`config.mk`:
```
export PLATFORM = sky130hd
export DESIGN_NAME = serial_unremap
export DESIGN_NICKNAME = d
export VERILOG_FILES = /design/src/rtl/serial_unremap.sv
export SDC_FILE = /design/constraint.sdc
export NUM_CORES = 1
export LEC_CHECK = 0
export CAP_MARGIN = 20
export CORE_MARGIN = 3
export CORE_UTILIZATION = 25
export DETAILED_ROUTE_END_ITERATION = 8
export SETUP_SLACK_MARGIN = 0.5
export SLEW_MARGIN = 20
export SYNTH_ARGS = -nofsm -noshare
export SYNTH_HDL_FRONTEND = slang
export SYNTH_SLANG_ARGS = --single-unit
```
`constraint.sdc`:
```
create_clock -name clk -period 5.9 [get_ports clk]
set_clock_uncertainty 0.1 [all_clocks]
set_input_delay 0.59 -clock clk [delete_from_list [all_inputs] [get_ports clk]]
set_output_delay 0.59 -clock clk [all_outputs]
set_load 0.1 [all_outputs]
```
`src/rtl/serial_unremap.sv`:
```
// serial_unremap: inverse of the FFT even/odd serial remapper.
// Each 8-sample input block carries natural indices 0,2,4,6,1,3,5,7. The
// block is captured into one half of a 16-entry ping-pong buffer and read
// back in natural order while the other half fills.
//
// Handshake: in_valid marks a sample on input_data in that cycle, and the
// sample is always taken because there is no ready. out_valid marks a
// natural-order sample on output_data, and the downstream side must take it.
// out_first and out_last tag samples 0 and 7 of each block. None of the
// outputs can stall.
module serial_unremap #(
    // Sample width; matches the FFT pipeline sample width (FFTsfpw)
    parameter int nb = 16
) (
    input  logic          clk,
    input  logic          reset_n,
    input  logic          start,
    input  logic          in_valid,
    input  logic [nb-1:0] input_data,
    output logic          out_valid,
    output logic [nb-1:0] output_data,
    output logic          out_first,
    output logic          out_last,
    output logic [0:0]    o_dbg_state
);

    localparam logic [0:0] S_IDLE  = 1'b0;
    localparam logic [0:0] S_DRAIN = 1'b1;

    logic [nb-1:0] r_buf [0:15];
    logic [3:0]    r_wr_cnt;
    logic [1:0]    r_full;
    logic          r_rd_bank;
    logic [2:0]    r_j;
    logic [0:0]    r_state;

    logic          w_clear;
    logic          w_accept;
    logic [1:0]    w_set;
    logic [1:0]    w_clr;
    logic          w_read;
    logic [2:0]    w_j;
    logic [3:0]    w_rd_addr;
    logic          w_blk_done;
    logic          w_other_full;

    // Reset and start share one clearing path; both discard a same-cycle sample
    assign w_clear  = !reset_n || start;
    assign w_accept = in_valid && !w_clear;

    // Decode full-flag set/clear and the read address for this cycle
    always_comb begin
        w_set        = 2'b00;
        w_clr        = 2'b00;
        w_read       = 1'b0;
        w_j          = 3'd0;
        w_rd_addr    = 4'd0;
        w_blk_done   = 1'b0;
        w_other_full = 1'b0;
        // The 8th sample of a bank marks that bank complete
        if (w_accept && (r_wr_cnt[2:0] == 3'd7)) begin
            w_set[r_wr_cnt[3]] = 1'b1;
        end
        // From IDLE the first read happens on the same edge the flag is seen,
        // so sample 0 is registered one edge after the bank fills
        w_read = (r_state == S_DRAIN) || r_full[r_rd_bank];
        w_j    = (r_state == S_DRAIN) ? r_j : 3'd0;
        // Natural index j lives at bank offset {j[0], j[2:1]}: 0,4,1,5,2,6,3,7
        w_rd_addr  = {r_rd_bank, w_j[0], w_j[2:1]};
        w_blk_done = w_read && (w_j == 3'd7);
        if (w_blk_done) begin
            w_clr[r_rd_bank] = 1'b1;
        end
        // Include a same-edge fill of the other bank so continuous input has no bubble
        w_other_full = r_full[~r_rd_bank] | w_set[~r_rd_bank];
    end

    // Sample storage; not reset because a bank is only read once marked full
    always_ff @(posedge clk) begin
        if (w_accept) begin
            r_buf[r_wr_cnt] <= input_data;
        end
    end

    // Write pointer and per-bank full flags; a set beats a clear on the same bank
    always_ff @(posedge clk) begin
        if (w_clear) begin
            r_wr_cnt <= 4'd0;
            r_full   <= 2'b00;
        end else begin
            if (w_accept) begin
                r_wr_cnt <= r_wr_cnt + 4'd1;
            end
            r_full <= (r_full & ~w_clr) | w_set;
        end
    end

    // Read-side state machine and registered natural-order output
    always_ff @(posedge clk) begin
        if (w_clear) begin
            r_state     <= S_IDLE;
            r_rd_bank   <= 1'b0;
            r_j         <= 3'd0;
            out_valid   <= 1'b0;
            out_first   <= 1'b0;
            out_last    <= 1'b0;
            output_data <= '0;
        end else if (w_read) begin
            output_data <= r_buf[w_rd_addr];
            out_valid   <= 1'b1;
            out_first   <= (w_j == 3'd0);
            out_last    <= (w_j == 3'd7);
            r_j         <= w_j + 3'd1;
            if (w_blk_done) begin
                r_rd_bank <= ~r_rd_bank;
                r_state   <= w_other_full ? S_DRAIN : S_IDLE;
            end else begin
                r_state <= S_DRAIN;
            end
        end else begin
            out_valid <= 1'b0;
            out_first <= 1'b0;
            out_last  <= 1'b0;
        end
    end

    assign o_dbg_state = r_state;

endmodule

```
Word level (Yosys, flattened, before mapping)
Memory sizes are Yosys's and may differ from the RTL's. A register that Yosys moved wholly into a read port is not among the register bits.
Cells that the tools add are included.

word-level totals
  RAM bits = 256
  memories kept = 1
  output and inout bits = 20
  bits in registers = 14

operators by class
  reductions and logical operators = 12
  eq/ne operators = 2
  multiplexer cells = 18
  magnitude comparators = 5
  add/sub/neg operators = 2
  bitwise gates (word level) = 6

memory list
  name   depth  width  rd ports  clocked after memory_dff  wr ports  line  RTL
  r_buf  16     16     1         1                         1         30    logic [nb-1:0] r_buf [0:15];

operators with widths
  cell                                                      number
  two-way mux 1 bit                                         13
  == test 3 bit, second input constant                      2
  < comparator 1 x 2 -> 1 bit, second input constant        3
  logical AND 1 bit                                         5
  adder 4 x 1 -> 4 bit, second input constant               1
  two-way mux 2 bit                                         2
  adder 3 x 1 -> 3 bit, second input constant               1
  zero test 3 bit                                           1
  two-way mux 3 bit                                         1
  bitwise AND 2 bit                                         1
  demux 1 bit (select 1 bit)                                2
  greater-or-equal comparator 1 bit, second input constant  2
  zero test 1 bit                                           2
  logical OR 1 bit                                          2
  NOT 1 bit                                                 2
  NOT 2 bit                                                 1
  bitwise OR 2 bit                                          1
  AND reduction 2 bit                                       1
  OR reduction 2 bit                                        1
  bitwise OR 1 bit                                          1

Longest topological paths before layout
Gate-level depths: netlist of run 1.

  depth after elaboration = 11
  depth in mapped cells = 10

Worst setup path after synthesis of run 1
OpenSTA, ideal clock, no wires.

  path type = input port to flip-flop
  start point = input port start
  end point = memory r_buf[10][0] (enable)
  arrival time = 2076 ps
  setup slack = 3336 ps
  required time = 5412 ps
  cell stages on the path = 4
  cell sequence = nand2b_1 -> clkbuf_1 -> or3b_2 -> nor2_1

on the way
  longest elaborated chain between the ends = 5

ends and longest elaborated chain
  what                                     line  RTL
  start, declared                          17    input logic start,
  logical OR 1 bit                         48    assign w_clear = !reset_n || start;
  zero test 1 bit                          49    assign w_accept = in_valid && !w_clear;
  logical AND 1 bit                        49
  two-way mux 1 bit                        80    if (w_accept) begin
  two-way mux 1 bit (not written as such)  81    r_buf[r_wr_cnt] <= input_data;
  end, declared                            30

Every way passes these cells.

Worst setup path after layout of run 1
  start point = register r_j[1]
  end point = register output_data[7] (read register of r_buf)

on the way
  longest elaborated chain between the ends = 1

ends and longest elaborated chain
  what                    line  RTL
  start, declared         34    logic [2:0] r_j;
  start signal, assigned  113   r_j <= w_j + 3'd1;
  two-way mux 3 bit       67    w_j = (r_state == S_DRAIN) ? r_j : 3'd0;
  end, declared           21    output logic [nb-1:0] output_data,

Every way passes these cells.
A chain may end at the register's enable or synchronous reset.

==> flow_summary.json, run 1 <==
{
  "worstReg2RegStart": "r_j[1]$_SDFFE_PP0P_",
  "power_frac_seq": 0.538,
  "p_switching_mw": 0.796,
  "post-route-period-util": 0.564,
  "via_per_inst": 4.74,
  "worst_slew_margin_rel": 0.303,
  "hold_depth": 2,
  "yosysUniqueCellTypes": 45,
  "outcome": "finished, final reports clean",
  "finalPower_mw": 4.11,
  "pin_count": 40,
  "grt_max_degree": 71,
  "clock_latency_ps": 550,
  "mostFrequentLayoutCells": "256 x edfxtp_1, 52 x a21oi_1, 50 x mux2i_1, 48 x nor2_1, 39 x clkdlybuf4s50_1",
  "ant_nets": 0,
  "r2r_slack_ps": 2570,
  "top_usage_layer": "met2",
  "grt_usage": 0.118,
  "clock-sinks": 286,
  "core_area_mm2": 0.0447,
  "drt_iter0_markers": 630,
  "vias": 6590,
  "ys_warn_count": 0,
  "timing.final.max_slew_violations": 0,
  "rsz0062_at_grt": "false",
  "intPower_mw": 3.31,
  "dieArea_mm2": 0.0484,
  "synthesis.nets": 774,
  "synth_area_mm2": 0.0115,
  "fin_cells": 1390,
  "worstSetupStartpointType": "flop",
  "port-buffer-count": 39,
  "swShare": 0.194,
  "avgSynthCellArea_um2": 15.4,
  "setup_ws_ps": 2570,
  "grtUsageMet3": 0.0276,
  "leakage_nw": 4.09,
  "nNetsFinal": 803,
  "cp_max_fo": 70,
  "setup_violations": 0,
  "grtUsageMet2": 0.181,
  "antenna_found_initial": 2,
  "drcViolationCount": 0,
  "clkPwrFrac": 0.446,
  "use_met1": 0.170,
  "setup_tns_ps": 0,
  "p_comb_frac": 0.016,
  "dp.cells": 1336,
  "fp-row-count": 77,
  "initial_core_util": 0.256,
  "grt_remaining_overflow": 0,
  "power_density_mw_per_mm2": 308,
  "clkTransAtPathRegs_ps": 60,
  "utilization": 0.299,
  "critPathArrivalTime_ps": 3630,
  "gp_congestion": 0.821,
  "drive_gt1_frac": 0.154,
  "hold_viol": 0,
  "max_cap_violations": 0,
  "die-width_um": 220,
  "fin_crit_ps": 3330,
  "wl_per_cell_um": 20.7,
  "syn_inst": 746,
  "worst_slew_pin_slew_ps": 1040,
  "ctsHoldBuffers": 0,
  "grt_first_pass_wirelength_um": 42800,
  "cts-root-buf": "clkbuf_16",
  "cts_htree_levels": 1,
  "dp_hpwl_um": 18300,
  "post-place-ws_ps": 2370,
  "cp.required_ps": 6200,
  "hold_start": "r_full[1]$_SDFF_PP0_",
  "synth_edf_count": 256,
  "cts_resized": 0,
  "die_h_um": 220,
  "cts_setup_buffers": 0,
  "synth_ff_type": "edfxtp_1",
  "whs_endpoint": "r_full[1]$_SDFF_PP0_",
  "reg2reg_depth": 6,
  "drt_wl_total_um": 28800,
  "crit_type": "reg -> reg",
  "area_growth_pct": 16.6,
  "synth_seq_cells": 286,
  "clockBufferDepth": 3,
  "numCtsBuffers": 29,
  "r2r_end": "output_data[7]$_SDFFE_PP0P_",
  "grt_pass1_vias": 6461,
  "ys_seq_area_frac": 0.723,
  "cp-end-kind": "flop",
  "worstHoldPathType": "reg -> reg",
  "layout_commonest_cell": "edfxtp_1",
  "synth-async-reset-ratio": 0,
  "firstDrtPassIters": 5,
  "fmax_mhz": 300,
  "cts_tree": "done",
  "max-vdd-ir-drop_mv": 0.205
}
## power groups by stage
| stage | Sequential [mW] | Clock [mW] | Combinational, mW |
|---|---|---|---|
| after global placement | 2.25 | 0 | 0.0668 |
| after global routing | 2.21 | 1.95 | 0.0731 |
| after floorplan | 2.25 | 0 | 0.0142 |
| after detailed placement | 2.25 | 0 | 0.0688 |
| after CTS | 2.21 | 1.87 | 0.0690 |
| final | 2.21 | 1.83 | 0.0673 |
## routing by layer
metal	vias to the layer above	wire length [um]
li1	2981	-
met1	3331	12900
met2	239	12900
met3	39	2450
met4	0	498
met5	-	0
## through the flow
step / instance area (um2) / hold WS [ps]
final: 13400 / 398
after global routing: 13400 / 447
after CTS: 13400 / 400
after detailed placement: 12400 / 390
after global placement: 12400 / 380
after floorplan: 11500 / 363
## cell families (layout without fill, tap and decap cells)
family	Yosys count	after routing	synth area share
other cells	0	1	0
xor+xnor	3	3	0.00229
compound gates	187	187	0.109
buf+inv	60	111	0.0305
mux	82	82	0.0751
simple gates	120	120	0.0509
fa+ha+maj	8	8	0.00873
flops	286	286	0.723
## registers in the layout, indices dropped and copies added, names as in the netlist
signal and count:
o_dbg_state 1, output_data 16, r_buf 256, out_valid 1, out_first 1, r_wr_cnt 4
out_last 1, r_j 3, r_full 2, r_rd_bank 1
## synth_stat cells, types with 5 or more instances
cell type    n  area (um2)
a221o_1     16         160
nor2_1      58         218
clkbuf_1    20        75.1
dfxtp_1     30         601
a21oi_1     52         260
edfxtp_1   256        7690
nand2_1     13        48.8
ha_1         8         100
a311oi_1    16         140
buf_2       13        65.1
mux2_2      32         360
nor2b_1     18         113
mux2i_1     50         500
inv_1        5        18.8
o21ai_0     32         160
a31o_2      16         140
buf_4       12        90.1
a31oi_1     16         100
a211oi_1    34         255
and3_1      16         100
## area by class of cell
class                      count  area, um2
antenna                        1       2.50
clock buffer                  37        766
clock inverter                16        179
fill                        4464      31300
inverter                       7       26.3
multi-input combinational    400       2860
sequential                   286       8290
tap                          592        741
timing repair buffer          51        495
## worst max-delay path, cell delays in order, from the launching register on
cell	delay [ps]
dfxtp_4	890
buf_4	830
o21a_1	200
nor2_2	120
a221o_1	460
a21oi_1	290
a311oi_1	140
## how the worst max path moves through the flow
stage,from,to,slack [ps],cells past startpoint
after global routing,r_j[1]$_SDFFE_PP0P_,output_data[7]$_SDFFE_PP0P_,2400,6
after global placement,start,r_buf[3][13]$_DFFE_PP_,2300,4
after CTS,o_dbg_state$_SDFFE_PP0P_,o_dbg_state,2610,2
final,r_j[1]$_SDFFE_PP0P_,output_data[7]$_SDFFE_PP0P_,2570,6
after floorplan,start,r_buf[10][0]$_DFFE_PP_,3340,4
after detailed placement,start,r_buf[9][13]$_DFFE_PP_,2370,4
Note: power is estimated with default switching activity, not from simulation.
==> inputs of run 2 (changes only) <==
clock period = 3.3 ns   (was 5.9 ns; I/O delays follow)
==> run 2 against run 1 <==
- largest power group unchanged
- global-route usage fell by 0.46 points
- sequential power grew 79%
- via count decreased by 1.5%
- total power up 83%
==> flow_summary.json, run 2 (synthesis results as in run 1) <==
{
  "outcome": "finished, final reports clean",
  "setup_tns_ps": 0,
  "drt_iter0_markers": 682,
  "utilization": 0.304,
  "worstHoldPathType": "reg -> reg",
  "port-buffer-count": 39,
  "cts_htree_levels": 1,
  "fmax_mhz": 384,
  "worst_slew_pin_slew_ps": 1010,
  "cp_num_buf_inv": 1,
  "largest_reg_flops": 256,
  "drt_wl_total_um": 27400,
  "grt_first_pass_wirelength_um": 41800,
  "die_h_um": 220,
  "r2r_slack_ps": 780,
  "fin_crit_ps": 2600,
  "cp.required_ps": 2870,
  "timing.final.max_slew_violations": 0,
  "reg.largest.list": "r_buf (256), output_data (16), r_wr_cnt (4)",
  "path_delay_family": "buffers and inverters",
  "slowest_stage": "clkdlybuf4s50_1",
  "via_per_inst": 4.60,
  "die-width_um": 220,
  "dieArea_mm2": 0.0484,
  "antenna_cells": 0,
  "wl_met3_um": 1480,
  "path_cells": "clkdlybuf4s50_1",
  "area_growth_pct": 18.4,
  "whs_ps": 391,
  "cts_tree": "done",
  "layout_commonest_cell": "edfxtp_1",
  "wl_per_cell_um": 19.4,
  "grt_remaining_overflow": 0,
  "critPathArrivalTime_ps": 2170,
  "setup_violations": 0,
  "firstDrtPassIters": 5,
  "mostFrequentLayoutCells": "256 x edfxtp_1, 52 x a21oi_1, 50 x mux2i_1, 49 x nor2_1, 36 x clkdlybuf4s50_1",
  "finalPower_mw": 7.50,
  "cp_max_fo": 2,
  "drcViolationCount": 0,
  "ant_nets": 0,
  "clock-sinks": 286,
  "grt_pass1_vias": 6568,
  "grt_max_degree": 52,
  "power_density_mw_per_mm2": 553,
  "cts_resized": 0,
  "cts-root-buf": "clkbuf_16",
  "worstSetupStartpointType": "flop",
  "clockBufferDepth": 3,
  "initial_core_util": 0.256,
  "gp_congestion": 0.803,
  "top_layer": "met4",
  "max-vdd-ir-drop_mv": 0.378,
  "grt_usage": 0.113,
  "antenna_found_initial": 0,
  "crit_type": "reg -> out",
  "max_cap_violations": 0,
  "seqCellArea_mm2": 0.00829,
  "m1WireLength_um": 13200,
  "core_area_mm2": 0.0447,
  "drive_gt1_frac": 0.183,
  "worst_slew_margin_rel": 0.328,
  "hold_viol": 0,
  "regMostFlops": "r_buf",
  "multi_input_area_mm2": 0.00285,
  "cts_setup_buffers": 0,
  "vias": 6493,
  "nNetsFinal": 825,
  "cp_slowest_stage_delay_ps": 1190,
  "leakage_nw": 4.24,
  "ctsHoldBuffers": 0,
  "clkTransAtPathRegs_ps": 60,
  "dr_wl_met2_um": 12200,
  "numCtsBuffers": 31,
  "post-route-period-util": 0.789,
  "fill_cells": 4474,
  "dp_hpwl_um": 17900,
  "pin_count": 40,
  "fp-row-count": 77,
  "clock_latency_ps": 550,
  "rsz0062_at_grt": "false",
  "cp-end-kind": "output port"
}
-- run 2: metrics by stage --
step | worst slack (ps) | instance area (um2) | cells
3_5_place_dp | 827 | 12500 | 1356
2_1_floorplan | 933 | 11500 | 746
4_1_cts | 671 | 13600 | 1413
5_1_grt | 603 | 13600 | 1413
3_3_place_gp | 800 | 12500 | 1356
6_report | 696 | 13600 | 1413
-- run 2: path summary, 6_finish.rpt --
check,from,to,depth (start not counted)
max reg2reg,o_dbg_state$_SDFFE_PP0P_,output_data[13]$_SDFFE_PP0P_,5
min,r_full[1]$_SDFF_PP0_,r_full[1]$_SDFF_PP0_,2
min reg2reg,r_full[1]$_SDFF_PP0_,r_full[1]$_SDFF_PP0_,2
max,output_data[12]$_SDFFE_PP0P_,output_data[12],1
-- run 2: cell type report --
| cell class | instances | share of cell area |
|---|---|---|
| Clock buffer | 38 | 0.0621 |
| Clock inverter | 19 | 0.0136 |
| Tap cell | 592 | 0.0546 |
| Multi-Input combinational cell | 400 | 0.210 |
| Timing Repair Buffer | 71 | 0.0468 |
| Inverter | 7 | 0.00194 |
| Sequential cell | 286 | 0.611 |
-- run 2: report_power, final --
part	leakage, nW	switching [mW]	internal, mW
clock network	0.502	1.38	2.05
registers	2.55	0.00300	3.95
logic	1.19	0.0910	0.0322
total	4.24	1.47	6.03
-- run 2: metal layers --
| metal | global-route usage | up-vias |
|---|---|---|
| li1 | - | 3020 |
| met1 | 0.165 | 3262 |
| met2 | 0.176 | 171 |
| met3 | 0.0216 | 40 |
| met4 | 0.0240 | 0 |
| met5 | 0 | - |
==> inputs of run 3 (changes only) <==
clock period = 2.3 ns   (was 3.3 ns; I/O delays follow)
==> run 3 against run 2 <==
- sequential share of layout area shrank 5.9 points
- global-route usage grew 1.2 points
- critical endpoint is now output_data[9]$_SDFFE_PP0P_
- total power increased by 53%
- utilization up 3.3 points
- final area is 11% higher
- worst setup slack lost 360 ps
- flip-flop and latch count did not move
- combinational power up 61%
==> flow_summary.json, run 3 (synthesis results as in run 1) <==
{
  "post-route-period-util": 0.853,
  "firstDrtPassIters": 5,
  "cp.required_ps": 2630,
  "worst_slew_margin_rel": 0.498,
  "grt_first_pass_wirelength_um": 45500,
  "die_h_um": 220,
  "hold_viol": 0,
  "reg.largest.list": "r_buf (256), output_data (16), r_wr_cnt (4)",
  "p_comb_frac": 0.017,
  "max_cap_violations": 0,
  "seqCellArea_mm2": 0.00830,
  "crit_type": "reg -> reg",
  "dp_hpwl_um": 18700,
  "cp-end-kind": "flop",
  "worst_slew_pin_slew_ps": 751,
  "fin_crit_ps": 1960,
  "port-buffer-count": 39,
  "numCtsBuffers": 31,
  "clkTransAtPathRegs_ps": 60,
  "antenna_cells": 0,
  "p_switching_mw": 2.20,
  "drcViolationCount": 0,
  "cp_max_fo": 7,
  "cts-root-buf": "clkbuf_16",
  "clock_latency_ps": 570,
  "grt_max_degree": 33,
  "power_frac_seq": 0.495,
  "via_per_inst": 4.74,
  "drt_iter0_markers": 546,
  "clockBufferDepth": 3,
  "grt_usage": 0.125,
  "wl_per_cell_um": 20.8,
  "drt_wl_total_um": 30800,
  "fill_cells": 4335,
  "clkPwrFrac": 0.488,
  "critPathArrivalTime_ps": 2300,
  "setup_violations": 0,
  "grt_pass1_vias": 7040,
  "setup_tns_ps": 0,
  "swShare": 0.192,
  "outcome": "finished, final reports clean",
  "vias": 7015,
  "multi_input_area_mm2": 0.00320,
  "layout_commonest_cell": "edfxtp_1",
  "max-vdd-ir-drop_mv": 0.529,
  "nNetsFinal": 891,
  "cts_tree": "done",
  "leakage_nw": 4.91,
  "hold_depth": 2,
  "rsz0062_at_grt": "true",
  "worstHoldPathType": "in -> reg",
  "drive_gt1_frac": 0.342,
  "area_growth_pct": 31.3,
  "gp_congestion": 0.807,
  "cts_htree_levels": 1,
  "largest_reg_flops": 256,
  "reg2reg_depth": 9,
  "fin_cells": 1480,
  "power_density_mw_per_mm2": 761,
  "pin_count": 40,
  "clock-sinks": 286,
  "dp.cells": 1390,
  "worstSetupStartpointType": "flop",
  "fp-row-count": 77,
  "mostFrequentLayoutCells": "256 x edfxtp_1, 72 x buf_4, 44 x nor2_1, 44 x mux2i_1, 32 x a21oi_1",
  "timing.final.max_slew_violations": 0,
  "dieArea_mm2": 0.0484,
  "initial_core_util": 0.256,
  "intPower_mw": 9.25,
  "grt_remaining_overflow": 0,
  "regMostFlops": "r_buf",
  "fmax_mhz": 510,
  "antenna_found_initial": 0,
  "ctsHoldBuffers": 0,
  "core_area_mm2": 0.0447,
  "ant_nets": 0,
  "die-width_um": 220
}
==> run 3: area by class of cell <==
class,instances,area share
inverters,7,0.00175
clock buffers,37,0.0564
clock inverters,21,0.0215
flip-flops and latches,286,0.552
well taps,592,0.0492
multi-input cells,400,0.213
repair buffers,137,0.107
==> run 3: power groups by stage <==
stage                     sequential (mW)  clock, mW  combinational [mW]
final                                5.67       5.58               0.198
after floorplan                      5.78          0              0.0388
after global routing                 5.66       5.90               0.212
after global placement               5.78          0               0.187
after CTS                            5.67       5.66               0.197
after detailed placement             5.78          0               0.193
==> run 3: per-layer routing <==
layer | GRT usage | share of wire
met5 | 0 | 0
met4 | 0.0348 | 0.023
met3 | 0.0226 | 0.067
met2 | 0.206 | 0.47
met1 | 0.170 | 0.44
==> run 3: final timing paths <==
kind	slack, ps	start	to
worst max-delay path	340	r_j[1]$_SDFFE_PP0P_	output_data[9]$_SDFFE_PP0P_
worst min-delay path	360	input_data[12]	r_buf[12][12]$_DFFE_PP_
worst max register to register	340	r_j[1]$_SDFFE_PP0P_	output_data[9]$_SDFFE_PP0P_
worst min register to register	400	r_full[0]$_SDFF_PP0_	r_full[0]$_SDFF_PP0_
==> run 3: timing repair <==
action / CTS / global route
gates cloned: 7 / 0
endpoints found under the setup margin: 19 / 53
setup buffers: 16 / 9
hold endpoints to repair: 0 / 0
gates resized for setup: 88 / 35
pin swaps: 40 / 31
==> run 3: through the flow <==
stage | util | hold slack (ps) | power, mW | setup WS [ps] | instance area [um2]
floorplan | - | 229 | 5.82 | 322 | 11500
global placement | 0.291 | 384 | 5.97 | 118 | 13000
detailed placement | 0.291 | 396 | 5.97 | 92.4 | 13000
CTS | 0.332 | 344 | 11.5 | 389 | 14800
global route | 0.337 | 352 | 11.8 | 297 | 15000
finish | 0.337 | 357 | 11.4 | 338 | 15000
==> run 3: critical path: stages, from the launching register on <==
cell	delay [ps]
dfxtp_4	430
buf_4	160
nand2_4	70
buf_12	150
buf_4	140
a211oi_4	250
a211oi_2	100
a21oi_2	190
buf_4	160
a311oi_2	80
